$ cat src/rtl/usbh_xfer_sched.sv
// USB host transfer scheduler: round-robin over armed endpoint slots, issues
// token/data requests, classifies handshakes, retries NAK/errors, reports done.

module usbh_xfer_slot (
  input  logic        clk_i,
  input  logic        rst_i,
  input  logic        ld_i,
  input  logic [7:0]  ld_pid_i,
  input  logic [6:0]  ld_dev_i,
  input  logic [3:0]  ld_ep_i,
  input  logic [15:0] ld_len_i,
  input  logic        ld_in_i,
  input  logic        ld_toggle_i,
  input  logic        upd_i,
  input  logic        retire_i,
  input  logic        nak_i,
  input  logic        flip_i,
  input  logic [1:0]  err_cnt_i,
  input  logic        sof_i,
  output logic        valid_o,
  output logic        nak_wait_o,
  output logic        toggle_o,
  output logic [1:0]  err_cnt_o,
  output logic [7:0]  pid_o,
  output logic [6:0]  dev_o,
  output logic [3:0]  ep_o,
  output logic [15:0] len_o,
  output logic        in_o
);
  always_ff @(posedge clk_i or posedge rst_i) begin
    if (rst_i) begin
      valid_o    <= 1'b0;
      nak_wait_o <= 1'b0;
      toggle_o   <= 1'b0;
      err_cnt_o  <= 2'd0;
      pid_o      <= 8'd0;
      dev_o      <= 7'd0;
      ep_o       <= 4'd0;
      len_o      <= 16'd0;
      in_o       <= 1'b0;
    end else if (ld_i) begin
      valid_o    <= 1'b1;
      nak_wait_o <= 1'b0;
      toggle_o   <= ld_toggle_i;
      err_cnt_o  <= 2'd0;
      pid_o      <= ld_pid_i;
      dev_o      <= ld_dev_i;
      ep_o       <= ld_ep_i;
      len_o      <= ld_len_i;
      in_o       <= ld_in_i;
    end else begin
      if (upd_i) begin
        err_cnt_o <= err_cnt_i;
        if (retire_i) valid_o <= 1'b0;
        if (flip_i) toggle_o <= ~toggle_o;
      end
      // a NAK landing in the same cycle as SOF must still wait a full frame
      if (upd_i && nak_i) nak_wait_o <= 1'b1;
      else if (sof_i)     nak_wait_o <= 1'b0;
    end
  end
endmodule

module usbh_xfer_sched #(
  parameter int SLOT_W  = 2,
  parameter int MAX_ERR = 3
) (
  input  logic                     clk_i,
  input  logic                     rst_i,
  input  logic                     cfg_wr_i,
  input  logic [SLOT_W-1:0]        cfg_slot_i,
  input  logic [7:0]               cfg_pid_i,
  input  logic [6:0]               cfg_dev_i,
  input  logic [3:0]               cfg_ep_i,
  input  logic [15:0]              cfg_len_i,
  input  logic                     cfg_in_i,
  input  logic                     cfg_toggle_i,
  output logic [(2**SLOT_W)-1:0]   busy_o,
  output logic                     done_o,
  output logic [SLOT_W-1:0]        done_slot_o,
  output logic [1:0]               done_status_o,
  output logic                     xfer_start_o,
  input  logic                     xfer_ack_i,
  output logic [7:0]               xfer_token_pid_o,
  output logic [10:0]              xfer_token_data_o,
  output logic [15:0]              xfer_tx_count_o,
  output logic                     xfer_data_idx_o,
  output logic                     xfer_in_o,
  input  logic                     rx_done_i,
  input  logic                     timeout_i,
  input  logic                     crc_err_i,
  input  logic [7:0]               resp_pid_i,
  input  logic                     sof_i
);
  localparam int NUM_SLOTS = 2**SLOT_W;

  localparam logic [7:0] PID_NAK   = 8'h5A;
  localparam logic [7:0] PID_STALL = 8'h1E;
  localparam logic [7:0] PID_ACK   = 8'hD2;
  localparam logic [7:0] PID_DATA0 = 8'hC3;
  localparam logic [7:0] PID_DATA1 = 8'h4B;

  typedef enum logic [1:0] {S_IDLE, S_REQ, S_WAIT, S_EVAL} state_t;
  state_t state_q, state_d;

  logic [NUM_SLOTS-1:0]        valid_a, nak_a, tog_a, in_a;
  logic [NUM_SLOTS-1:0][1:0]   err_a;
  logic [NUM_SLOTS-1:0][7:0]   pid_a;
  logic [NUM_SLOTS-1:0][6:0]   dev_a;
  logic [NUM_SLOTS-1:0][3:0]   ep_a;
  logic [NUM_SLOTS-1:0][15:0]  len_a;

  logic [SLOT_W-1:0] cur_q, last_q, pick, idx;
  logic              pick_vld;
  logic              cfg_blk;
  logic [7:0]        r_pid;
  logic              r_crc, r_to;

  logic       ev_retire, ev_nak, ev_flip;
  logic [1:0] ev_status, ev_err_nxt;
  logic [2:0] ev_err_inc;

  assign busy_o  = valid_a;
  assign cfg_blk = (state_q != S_IDLE) && (cfg_slot_i == cur_q);

  for (genvar g = 0; g < NUM_SLOTS; g++) begin : g_slot
    usbh_xfer_slot u_slot (
      .clk_i       (clk_i),
      .rst_i       (rst_i),
      .ld_i        (cfg_wr_i && !cfg_blk && (cfg_slot_i == SLOT_W'(g))),
      .ld_pid_i    (cfg_pid_i),
      .ld_dev_i    (cfg_dev_i),
      .ld_ep_i     (cfg_ep_i),
      .ld_len_i    (cfg_len_i),
      .ld_in_i     (cfg_in_i),
      .ld_toggle_i (cfg_toggle_i),
      .upd_i       ((state_q == S_EVAL) && (cur_q == SLOT_W'(g))),
      .retire_i    (ev_retire),
      .nak_i       (ev_nak),
      .flip_i      (ev_flip),
      .err_cnt_i   (ev_err_nxt),
      .sof_i       (sof_i),
      .valid_o     (valid_a[g]),
      .nak_wait_o  (nak_a[g]),
      .toggle_o    (tog_a[g]),
      .err_cnt_o   (err_a[g]),
      .pid_o       (pid_a[g]),
      .dev_o       (dev_a[g]),
      .ep_o        (ep_a[g]),
      .len_o       (len_a[g]),
      .in_o        (in_a[g])
    );
  end

  // round-robin search starting one past the last served slot
  always_comb begin
    pick_vld = 1'b0;
    pick     = last_q;
    idx      = last_q;
    for (int i = 1; i <= NUM_SLOTS; i++) begin
      idx = last_q + SLOT_W'(i);
      if (!pick_vld && valid_a[idx] && !nak_a[idx]) begin
        pick_vld = 1'b1;
        pick     = idx;
      end
    end
  end

  always_comb begin
    ev_retire  = 1'b0;
    ev_nak     = 1'b0;
    ev_flip    = 1'b0;
    ev_status  = 2'b00;
    ev_err_nxt = err_a[cur_q];
    ev_err_inc = {1'b0, err_a[cur_q]} + 3'd1;
    if (r_to || r_crc) begin
      ev_err_nxt = ev_err_inc[1:0];
      if (int'(ev_err_inc) >= MAX_ERR) begin
        ev_retire = 1'b1;
        ev_status = 2'b10;
      end
    end else if (r_pid == PID_NAK) begin
      ev_nak = 1'b1;
    end else if (r_pid == PID_STALL) begin
      ev_retire = 1'b1;
      ev_status = 2'b01;
    end else if (!in_a[cur_q] && r_pid == PID_ACK) begin
      ev_retire  = 1'b1;
      ev_flip    = 1'b1;
      ev_err_nxt = 2'd0;
    end else if (in_a[cur_q] && (r_pid == PID_DATA0 || r_pid == PID_DATA1)) begin
      ev_retire = 1'b1;
      if ((r_pid == PID_DATA1) == tog_a[cur_q]) begin
        ev_flip    = 1'b1;
        ev_err_nxt = 2'd0;
      end else begin
        ev_status = 2'b11;
      end
    end else begin
      ev_err_nxt = ev_err_inc[1:0];
      if (int'(ev_err_inc) >= MAX_ERR) begin
        ev_retire = 1'b1;
        ev_status = 2'b10;
      end
    end
  end

  always_ff @(posedge clk_i or posedge rst_i) begin
    if (rst_i) state_q <= S_IDLE;
    else       state_q <= state_d;
  end

  always_comb begin
    state_d = state_q;
    case (state_q)
      S_IDLE: if (pick_vld) state_d = S_REQ;
      S_REQ:  if (xfer_ack_i) state_d = S_WAIT;
      S_WAIT: if (rx_done_i || timeout_i) state_d = S_EVAL;
      S_EVAL: state_d = S_IDLE;
      default: state_d = S_IDLE;
    endcase
  end

  always_ff @(posedge clk_i or posedge rst_i) begin
    if (rst_i) begin
      cur_q             <= '0;
      last_q            <= '1;
      xfer_start_o      <= 1'b0;
      xfer_token_pid_o  <= 8'd0;
      xfer_token_data_o <= 11'd0;
      xfer_tx_count_o   <= 16'd0;
      xfer_data_idx_o   <= 1'b0;
      xfer_in_o         <= 1'b0;
      done_o            <= 1'b0;
      done_slot_o       <= '0;
      done_status_o     <= 2'b00;
      r_pid             <= 8'd0;
      r_crc             <= 1'b0;
      r_to              <= 1'b0;
    end else begin
      done_o <= 1'b0;
      case (state_q)
        S_IDLE: if (pick_vld) begin
          cur_q             <= pick;
          last_q            <= pick;
          xfer_start_o      <= 1'b1;
          xfer_token_pid_o  <= pid_a[pick];
          xfer_token_data_o <= {dev_a[pick], ep_a[pick]};
          xfer_tx_count_o   <= len_a[pick];
          xfer_data_idx_o   <= tog_a[pick];
          xfer_in_o         <= in_a[pick];
        end
        S_REQ: if (xfer_ack_i) xfer_start_o <= 1'b0;
        S_WAIT: if (rx_done_i || timeout_i) begin
          r_pid <= resp_pid_i;
          r_crc <= crc_err_i && rx_done_i;
          r_to  <= timeout_i;
        end
        S_EVAL: if (ev_retire) begin
          done_o        <= 1'b1;
          done_slot_o   <= cur_q;
          done_status_o <= ev_status;
        end
        default: ;
      endcase
    end
  end
endmodule

$ cat config.mk
export PLATFORM = sky130hd
export DESIGN_NAME = usbh_xfer_sched
export DESIGN_NICKNAME = d
export VERILOG_FILES = /design/src/rtl/usbh_xfer_sched.sv
export SDC_FILE = /design/constraint.sdc
export NUM_CORES = 1
export LEC_CHECK = 0
export BUFFER_PORTS_ARGS = -buffer_cell sky130_fd_sc_hd__buf_2
export CAP_MARGIN = 0
export CORE_ASPECT_RATIO = 1.2
export CORE_MARGIN = 5
export CORE_UTILIZATION = 40
export CTS_CLUSTER_SIZE = 40
export DETAILED_ROUTE_END_ITERATION = 8
export PLACE_DENSITY = 0.65
export RECOVER_POWER = 100
export SETUP_SLACK_MARGIN = 0.05
export SLEW_MARGIN = 0
export SYNTH_ARGS = -nofsm -noshare
export SYNTH_HDL_FRONTEND = slang
export SYNTH_HIERARCHICAL = 1
export SYNTH_SLANG_ARGS = --single-unit
export TNS_END_PERCENT = 10
$ cat constraint.sdc
create_clock -name clk_i -period 2.4 [get_ports clk_i]
set_input_delay 0.72 -clock clk_i [delete_from_list [all_inputs] [get_ports clk_i]]
set_output_delay 0.72 -clock clk_i [all_outputs]
set_load 0.05 [all_outputs]
==> key figures, run 1 <==
Timing
  • Final Cycle Share: 0.956
  • Tmin final: 2290 ps
  • Fin. max-slew vios: 24
  • Slew margin rel.: -0.159
  • Fin. Hold Viols: 0
  • Max frequency: 436 MHz
  • # setup viols final: 0
  • Total negative slack: 0 ps
  • RSZ-0062 raised after global routing: true
  • Least-Margin Pin Slew: 1740 ps
  • Final clock skew: 21.5 ps

Synth
  • EDFF count, synth: 0
  • Top-area cell type share of the netlist area: 0.523
  • Syn Area/Cell: 14.2 sq um
  • Async set-reset flop share out of synthesis: 1.00
  • Syn_nets: 808
  • Largest area contributor in the netlist: dfrtp_1
  • Post-Syn Area: 10600 sq um
  • Synth cell types: 52
  • Ys Warns: 6
  • Flops & latches, synth: 223
  • Synth top area cells: dfrtp_1, mux2_4, mux2i_1
  • Register area share after synthesis: 0.528
  • Synth Instances: 747
  • Top_reg_cell synth: dfrtp_1

GRT
  • Tot GR Track Use: 0.173
  • First-pass GRT wire length: 41000 microns
  • Antenna violations before repair: 1
  • Total grt overflow: 0
  • Vias in the first global route: 7191
  • Largest net degree at the start of global routing: 44

Setup path
  • Critical path's largest stage delay: 590 ps
  • Critical path arrival: 2700 ps
  • R2R setup slack: 110 ps
  • Worst-path fanout max: 4
  • Data required, critical path: 2810 ps
  • Worst Setup Path Type: reg2reg
  • Worst path slowest cell: or4_4
  • Setup crit end kind: flip-flop
  • CP Launch Type: flip-flop
  • CP cell instances: mux4_2, or4_4, a41oi_2, o2bb2ai_1, mux2i_1, nor2_1

Layout
  • # nets final: 920
  • Diode count: 0
  • Commonest non-fill, non-tap cells in the layout: dfrtp_1, mux2_1, mux2i_1
  • Leading cell type in the layout, fill and taps excluded: dfrtp_1
  • Area Overhead vs Synth: 11.7%
  • Design area: 11800 sq um
  • Share of layout cells above drive strength 1: 0.189

Pwr
  • Leak: 5.29 nW
  • Sw frac: 0.389
  • Power share of the sequential group: 0.366
  • Gate power share: 0.411
  • Pwr per Cell Area: 1490 nW/um^2
  • Total Power: 17.7 mW
  • Clk pwr share: 0.223
  • Psw: 6.86 mW
  • Int Pwr: 10.8 mW
  • Peak VDD IR: 0.00105 V

Clocking
  • CTS clk-pin slew, worst paths: 60 ps
  • CTS Buffer Depth: 3
  • CTS sink count: 223
  • CTS buffer count: 25
  • # hold bufs at CTS: 0
  • Worst-skew pair later-pin latency: 530 ps
  • CTS H-tree depth: 1
  • Root buffer cell: clkbuf_16
  • CTS tree: yes

Placed design
  • Post-DP HPWL: 15800 microns
  • Post-Place Cell Area: 11600 sq um
  • Number of port buffers: 101
  • GPL Wtd Cong: 0.759

Detailed routing
  • Routed Antenna Nets: 0
  • Residual DRC: 0
  • Drt first pass iters: 5
  • Routed len/inst: 20.7 microns
  • Initial DRC Count: 352
  • Vias per inst: 5.29
  • Total wire length: 25100 microns
  • Via count: 6414

Outcome
  • Status: complete, but fails checks
  • Violated checks: max-capacitance violations, max-slew violations

Job
  • Max Cap Viol: 1

Die
  • Site Rows: 65
  • Die ar.: 29800 sq um
  • Starting density of the core: 0.404
  • I/O Pins: 102
  • Die X: 158 microns
  • Die height: 188 microns
  • Core area: 26200 sq um

Worst hold path
  • HP Class: in2async
-- power by group through the flow --
stage	Combinational (mW)	Sequential [mW]	Clock, mW
final	7.26	6.45	3.94
after global routing	7.93	6.69	4.17
after CTS	8.28	6.52	4.01
after detailed placement	8.26	6.55	0
after global placement	8.12	6.50	0
after floorplan	5.25	7.44	0
-- Yosys cell counts (2+ instances only) --
library cell	instances
mux2i_1	86
a221o_1	4
a21oi_1	13
o21bai_1	2
a211oi_1	2
nor2_1	18
and3_1	2
buf_2	6
a21boi_0	2
o21ai_0	6
buf_6	21
nand3_1	2
o22ai_1	2
nor2b_1	11
dfrtp_1	221
o221ai_1	37
nand3b_1	2
ha_1	6
nand2b_1	8
mux2_2	13
buf_1	3
mux2_4	143
o21a_1	2
nand2_1	69
dfstp_2	2
clkbuf_2	4
a21o_1	4
clkbuf_1	14
or2_2	2
nor4bb_1	5
mux4_1	2
inv_1	12
a41oi_1	2
-- logic make-up (layout without fill, tap and decap cells) --
group,count (synthesis),after routing,synth area share
buf+inv,60,191,0.0374
simple gates,127,127,0.0581
compound gates,86,86,0.0637
mux,245,245,0.306
flops,223,223,0.528
fa+ha+maj,6,6,0.00710
-- final timing paths --
kind,cells past startpoint,end,startpoint
max in group asynchronous,3,g_slot[0].u_slot/ep_o[3],rst_i
max,6,g_slot[2].u_slot/err_cnt_o[1],cur_q[0]
min in group clk_i,2,r_pid[4],resp_pid_i[4]
min reg2reg,1,g_slot[3].u_slot/ep_o[1],g_slot[3].u_slot/ep_o[1]
min,2,xfer_tx_count_o[5],rst_i
max reg2reg,6,g_slot[2].u_slot/err_cnt_o[1],cur_q[0]
-- timing repair --
item,4_1_cts,5_1_grt
pin swaps,0,3
endpoints found under the setup margin,8,19
hold endpoints to repair,0,0
resized for setup,1,10
setup buffers,0,0
-- flip-flops by register name, summed over array words and instances (netlist names) --
name and flops:
g_slot.u_slot/len_o 64, g_slot.u_slot/pid_o 32, g_slot.u_slot/dev_o 28, g_slot.u_slot/ep_o 16
xfer_tx_count_o 16, xfer_token_data_o 11, g_slot.u_slot/err_cnt_o 8, r_pid 8
xfer_token_pid_o 8, g_slot.u_slot/in_o 4, g_slot.u_slot/nak_wait_o 4, g_slot.u_slot/toggle_o 4
g_slot.u_slot/valid_o 4, cur_q 2, done_slot_o 2, done_status_o 2
last_q 2, state_q 2, done_o 1, r_crc 1
r_to 1, xfer_data_idx_o 1, xfer_in_o 1, xfer_start_o 1
-- through the flow --
stage,std cells,hold WS (ps),utilization,setup slack [ps]
after detailed placement,1167,467,0.442,21.2
final,1213,321,0.451,107
after global routing,1213,377,0.451,29.6
after CTS,1213,224,0.475,44.4
after floorplan,747,477,-,50.8
after global placement,1167,471,0.442,24.0
-- worst max-delay path: cells and delay by family (launching register included) --
kind               cells  cell delay, ps
muxes                  2             730
and+or+nand+nor        2             650
AOI/OAI and AO/OA      2             430
DFF                    1             360
-- area by class of cell --
class | count | area [sq um]
Inverter | 12 | 45.0
Timing Repair Buffer | 133 | 709
Multi-Input combinational cell | 464 | 4200
Clock buffer | 39 | 748
Clock inverter | 7 | 109
Tap cell | 335 | 419
Sequential cell | 223 | 5580
Fill cell | 2519 | 14400
-- per-layer routing --
metal | vias up | track usage | wire length (microns)
met3 | 37 | 0.0238 | 1270
met4 | 2 | 0.0430 | 546
met2 | 133 | 0.286 | 12100
met5 | - | 0 | 7
met1 | 3307 | 0.242 | 11100
li1 | 2935 | - | -
Power figures use the tool's default switching activity.
==> run 2, diff against run 1 <==
--- a/config.mk
+++ b/config.mk
@@ -5,10 +5,9 @@
 export SDC_FILE = /design/constraint.sdc
 export NUM_CORES = 1
 export LEC_CHECK = 0
-export BUFFER_PORTS_ARGS = -buffer_cell sky130_fd_sc_hd__buf_2
+export BUFFER_PORTS_ARGS = -buffer_cell sky130_fd_sc_hd__buf_4
 export CAP_MARGIN = 0
 export CORE_ASPECT_RATIO = 1.2
-export CORE_MARGIN = 5
 export CORE_UTILIZATION = 40
 export CTS_CLUSTER_SIZE = 40
 export DETAILED_ROUTE_END_ITERATION = 8
==> run 2 against run 1 <==
Compared with the run above:
- the run now ends clean
- cell count grew 0.25%
- register-to-register slack lost 40 ps
- clock power is essentially flat
- clock-buffer cell count shrank 6
- sequential power is essentially flat
- core utilization grew 2.0 points
- non-clock buffer count grew 12
- largest cell class unchanged
==> key figures, run 2 (same netlist as run 1, synthesis figures left out) <==
Timing
  • Final clock skew: 13.5 ps
  • RSZ-0062 raised after global routing: true
  • Final Cycle Share: 0.971
  • Max frequency: 429 MHz
  • # setup viols final: 0
  • Fin. Hold Viols: 0
  • Tmin final: 2330 ps
  • Fin. max-slew vios: 0
  • Slew margin rel.: 0.0965
  • Least-Margin Pin Slew: 1360 ps
  • Worst hold margin: 402 ps

Detailed routing
  • Routed Antenna Nets: 0
  • Vias per inst: 5.29
  • Residual DRC: 0
  • Initial DRC Count: 289
  • Routed len/inst: 20.2 microns
  • Drt first pass iters: 4
  • Via count: 6434
  • Total wire length: 24500 microns

GRT
  • Antenna violations before repair: 0
  • Total grt overflow: 0
  • Tot GR Track Use: 0.190
  • First-pass GRT wire length: 39900 microns
  • Largest net degree at the start of global routing: 44
  • Vias in the first global route: 7073

Clocking
  • CTS clk-pin slew, worst paths: 60 ps
  • # hold bufs at CTS: 0
  • Worst-skew pair later-pin latency: 520 ps
  • CTS buffer count: 24
  • CTS tree: yes
  • CTS Buffer Depth: 3
  • CTS H-tree depth: 1
  • Root buffer cell: clkbuf_16
  • CTS sink count: 223

Layout
  • # nets final: 931
  • Diode count: 0
  • Post-Layout Cell Count: 1216
  • Fillers: 2368
  • Biggest registers after layout: g_slot.u_slot/len_o (64), g_slot.u_slot/pid_o (32), g_slot.u_slot/dev_o (28)
  • Commonest non-fill, non-tap cells in the layout: dfrtp_1, mux2_1, mux2i_1
  • Max reg flops: 64
  • Leading cell type in the layout, fill and taps excluded: dfrtp_1
  • Area Overhead vs Synth: 14.4%
  • Largest Register: g_slot.u_slot/len_o
  • Register area: 5580 sq um
  • Multi-input logic area: 4170 sq um
  • Share of layout cells above drive strength 1: 0.187

Job
  • Max Cap Viol: 0

Pwr
  • Pwr per Cell Area: 1490 nW/um^2
  • Total Power: 18.0 mW
  • Peak VDD IR: 0.000617 V
  • Leak: 5.40 nW

Setup path
  • FF-to-FF path depth: 8
  • Setup crit end kind: flip-flop
  • Data required, critical path: 2800 ps
  • Crit path depth: 8
  • Worst Setup SP: cur_q[0]
  • Worst path bufs/invs: 1
  • CP cell instances: mux4_2, or4_4, nand3_2, nand2_1, a21oi_2, buf_4, nand2_1, a21o_1
  • R2R setup slack: 70 ps
  • R2R Path Start: cur_q[0]
  • CP Launch Type: flip-flop
  • Worst-path fanout max: 4
  • Worst path slowest cell: or4_4
  • Delay-heaviest family, CP: simple AND/OR/NAND/NOR gates
  • Worst Setup Path Type: reg2reg
  • Critical path's largest stage delay: 580 ps
  • Critical path arrival: 2730 ps
  • Cell mode on critical path: nand2_1

Worst hold path
  • HP Class: in2async

Die
  • Die ar.: 27100 sq um
  • I/O Pins: 102
  • Starting density of the core: 0.411
  • Site Rows: 64
  • Core area: 25700 sq um
  • Die X: 150 microns
  • Die height: 180 microns

Placed design
  • Post-Place Cells: 1171
  • Post-DP HPWL: 15800 microns
  • Number of port buffers: 101
  • GPL Wtd Cong: 0.808

Outcome
  • Status: finished, final reports clean
-- run 2: changes by cell type in the layout (fill, tap and decap cells not counted), sizes merged --
cell          previous run  this run
buf                     69        77
bufinv                   2         4
clkbuf                 103       100
clkinv                   4         5
dlymetal6s4s             0         1
inv                     12        11
-- run 2: per-layer routing --
metal	share of wire	global-route usage	vias up	wire (microns)
li1	-	-	2948	-
met1	0.45	0.257	3328	10900
met2	0.50	0.321	120	12200
met3	0.040	0.0215	38	976
met4	0.019	0.0497	0	459
met5	0	0	-	0
-- run 2: path summary, 6_finish.rpt --
check                                             to
max                         g_slot[1].u_slot/valid_o
min                        g_slot[0].u_slot/dev_o[2]
max reg2reg                 g_slot[1].u_slot/valid_o
min reg2reg                g_slot[1].u_slot/dev_o[0]
max in group asynchronous  g_slot[2].u_slot/dev_o[1]
min in group clk_i                          r_pid[6]
-- run 2: stage by stage --
step           area [sq um]   util  setup slack [ps]  setup TNS [ps]
6_report              12100  0.471              69.3               0
3_3_place_gp          12000  0.466              92.6               0
3_5_place_dp          12000  0.466              42.3               0
5_1_grt               12100  0.471             -5.89           -8.51
4_1_cts               12800  0.499              47.2               0
2_1_floorplan         10600      -              50.8               0
-- run 2: cell type report --
class	instances	share of cell area
sequential	223	0.462
inverter	12	0.00372
clock buffer	33	0.0575
tap	330	0.0341
multi-input combinational	464	0.344
timing repair buffer	145	0.0858
clock inverter	9	0.0128
-- run 2: power by group --
group	switching, mW	leakage (nW)	internal [mW]
registers	0.972	2.68	5.47
logic	4.38	2.31	3.20
clock network	1.50	0.414	2.45
total	6.85	5.40	11.1
-- run 2: worst register-to-register path, stage by stage (launching register included) --
cell     delay [ps]
dfrtp_1         360
mux4_2          540
or4_4           580
nand3_2         110
nand2_1          70
a21oi_2         160
buf_4           150
nand2_1          50
a21o_1          190
-- run 2: what timing repair did --
action	4_1_cts	5_1_grt
setup buffers	0	3
resized for setup	1	6
cloned	0	0
setup endpoints to repair	4	23
pin swaps	0	1
endpoints found under the hold margin	0	0
==> run 3, diff against run 2 <==
--- a/config.mk
+++ b/config.mk
@@ -11,7 +11,7 @@
 export CORE_UTILIZATION = 40
 export CTS_CLUSTER_SIZE = 40
 export DETAILED_ROUTE_END_ITERATION = 8
-export PLACE_DENSITY = 0.65
+export PLACE_DENSITY = 0.63
 export RECOVER_POWER = 100
 export SETUP_SLACK_MARGIN = 0.05
 export SLEW_MARGIN = 0
==> constraint.sdc (replaced) <==
create_clock -name clk_i -period 2.6 [get_ports clk_i]
set_input_delay 0.78 -clock clk_i [delete_from_list [all_inputs] [get_ports clk_i]]
set_output_delay 0.78 -clock clk_i [all_outputs]
set_load 0.05 [all_outputs]
==> run 3 against run 2 <==
Compared with the run above:
- the flow now finishes with violations (max-capacitance violations, max-slew violations)
- flip-flop and latch count did not move
- clock skew fell by 1.6 ps
- clock power fell by 9.4%
- sequential power fell by 7.8%
- largest cell class unchanged
==> key figures, run 3 (same netlist as run 1, synthesis figures left out) <==
Outcome
  • Status: complete, but fails checks
  • Violated checks: max-capacitance violations, max-slew violations

Pwr
  • Clk pwr share: 0.221
  • Sw frac: 0.387
  • Int Pwr: 9.92 mW
  • Gate power share: 0.412
  • Psw: 6.27 mW
  • Peak VDD IR: 0.000599 V
  • Leak: 5.31 nW
  • Power share of the sequential group: 0.367
  • Pwr per Cell Area: 1370 nW/um^2

GRT
  • Total grt overflow: 0
  • Antenna violations before repair: 0
  • Tot GR Track Use: 0.194
  • Vias in the first global route: 7074
  • First-pass GRT wire length: 40700 microns
  • Largest net degree at the start of global routing: 55

Setup path
  • Worst path slowest cell: clkbuf_4
  • Reg2reg end: g_slot[2].u_slot/ep_o[0]
  • FF-to-FF path depth: 6
  • Worst path bufs/invs: 2
  • Worst Setup Path Type: reg2reg
  • Critical path's largest stage delay: 560 ps
  • R2R Path Start: state_q[1]
  • Data required, critical path: 2990 ps
  • R2R setup slack: 190 ps
  • Delay-heaviest family, CP: buffers and inverters
  • Critical path arrival: 2800 ps
  • CP Launch Type: flip-flop
  • Setup crit end kind: flip-flop
  • Worst-path fanout max: 22
  • CP cell instances: inv_1, ha_1, nor2_1, a211oi_1, clkbuf_4, mux2_1
  • Worst Setup SP: state_q[1]

Layout
  • Diode count: 0
  • Largest Register: g_slot.u_slot/len_o
  • Max reg flops: 64
  • Biggest registers after layout: g_slot.u_slot/len_o (64), g_slot.u_slot/pid_o (32), g_slot.u_slot/dev_o (28)
  • # nets final: 910
  • Fillers: 2423
  • Share of layout cells above drive strength 1: 0.176
  • Commonest non-fill, non-tap cells in the layout: dfrtp_1, mux2_1, mux2i_1
  • Area Overhead vs Synth: 11.8%
  • Post-layout util: 0.460
  • Leading cell type in the layout, fill and taps excluded: dfrtp_1

Clocking
  • # hold bufs at CTS: 0
  • CTS clk-pin slew, worst paths: 60 ps
  • CTS tree: yes
  • CTS sink count: 223
  • Worst-skew pair later-pin latency: 510 ps
  • Root buffer cell: clkbuf_16
  • CTS Buffer Depth: 3
  • CTS H-tree depth: 1
  • CTS buffer count: 24

Placed design
  • Post-DP HPWL: 14900 microns
  • Number of port buffers: 101
  • GPL Wtd Cong: 0.805

Detailed routing
  • Routed len/inst: 20.6 microns
  • Total wire length: 24700 microns
  • Routed Antenna Nets: 0
  • Vias per inst: 5.35
  • Residual DRC: 0
  • Drt first pass iters: 4
  • Via count: 6395
  • Initial DRC Count: 271

Timing
  • Least-Margin Pin Slew: 1710 ps
  • RSZ-0062 raised after global routing: true
  • Final clock skew: 11.9 ps
  • Slew margin rel.: -0.138
  • Fin. Hold Viols: 0
  • Tmin final: 2410 ps
  • Max frequency: 415 MHz
  • Final Cycle Share: 0.928
  • Fin. max-slew vios: 55
  • Worst hold margin: 261 ps
  • # setup viols final: 0
  • Total negative slack: 0 ps

Die
  • Site Rows: 64
  • Die ar.: 27100 sq um
  • Die X: 150 microns
  • Starting density of the core: 0.411
  • Die height: 180 microns
  • Core area: 25700 sq um
  • I/O Pins: 102

Job
  • Max Cap Viol: 1

Worst hold path
  • HP Class: in2async
## run 3: changes by cell type in the layout (fill, tap and decap cells not counted), sizes merged
| cell | before | now |
|---|---|---|
| buf | 77 | 65 |
| clkinv | 5 | 4 |
| bufinv | 4 | 3 |
| dlymetal6s4s | 1 | 0 |
| clkbuf | 100 | 95 |
| inv | 11 | 12 |
| clkinvlp | 1 | 0 |
## run 3: what timing repair did
| action | CTS | global route |
|---|---|---|
| endpoints found under the setup margin | 0 | 4 |
| buffers inserted | 0 | 0 |
| gates resized for setup | 0 | 1 |
## run 3: per-stage QoR
step                      area [sq um]  total power, mW  worst slack, ps  cells
after global placement           11800             13.7              221   1153
final                            11800             16.2              188   1196
after detailed placement         11800             13.8              190   1153
after floorplan                  10600             11.7              251    747
after global routing             11800             17.2             28.4   1196
after CTS                        12600             17.5              164   1196
## run 3: metal layers
metal | part of all wire | vias up | global-route usage
met2 | 0.49 | 129 | 0.326
met5 | 0 | - | 0
met4 | 0.023 | 0 | 0.0582
met1 | 0.45 | 3309 | 0.260
li1 | - | 2918 | -
met3 | 0.037 | 39 | 0.0243
## run 3: cell type report
cell class | count | area [sq um] | share of cell area
well taps | 330 | 413 | 0.0349
clock inverters | 7 | 110 | 0.00931
multi-input cells | 464 | 4170 | 0.352
flip-flops and latches | 223 | 5580 | 0.472
inverters | 12 | 45.0 | 0.00381
repair buffers | 124 | 788 | 0.0667
clock buffers | 36 | 717 | 0.0606
## run 3: how the worst max path moves through the flow
stage	end	slack (ps)	depth (start not counted)
floorplan	xfer_token_data_o[0]	250	8
global placement	g_slot[1].u_slot/valid_o	220	7
detailed placement	g_slot[1].u_slot/valid_o	190	7
CTS	g_slot[1].u_slot/valid_o	160	7
global route	done_slot_o[1]	30	8
finish	g_slot[2].u_slot/ep_o[0]	190	6
## run 3: power by group through the flow
stage / Sequential (mW) / Combinational, mW / Clock [mW]
after floorplan: 6.87 / 4.85 / 0
after detailed placement: 6.04 / 7.77 / 0
after global routing: 6.16 / 7.21 / 3.81
final: 5.94 / 6.67 / 3.58
after global placement: 6.03 / 7.65 / 0
after CTS: 6.02 / 7.80 / 3.65
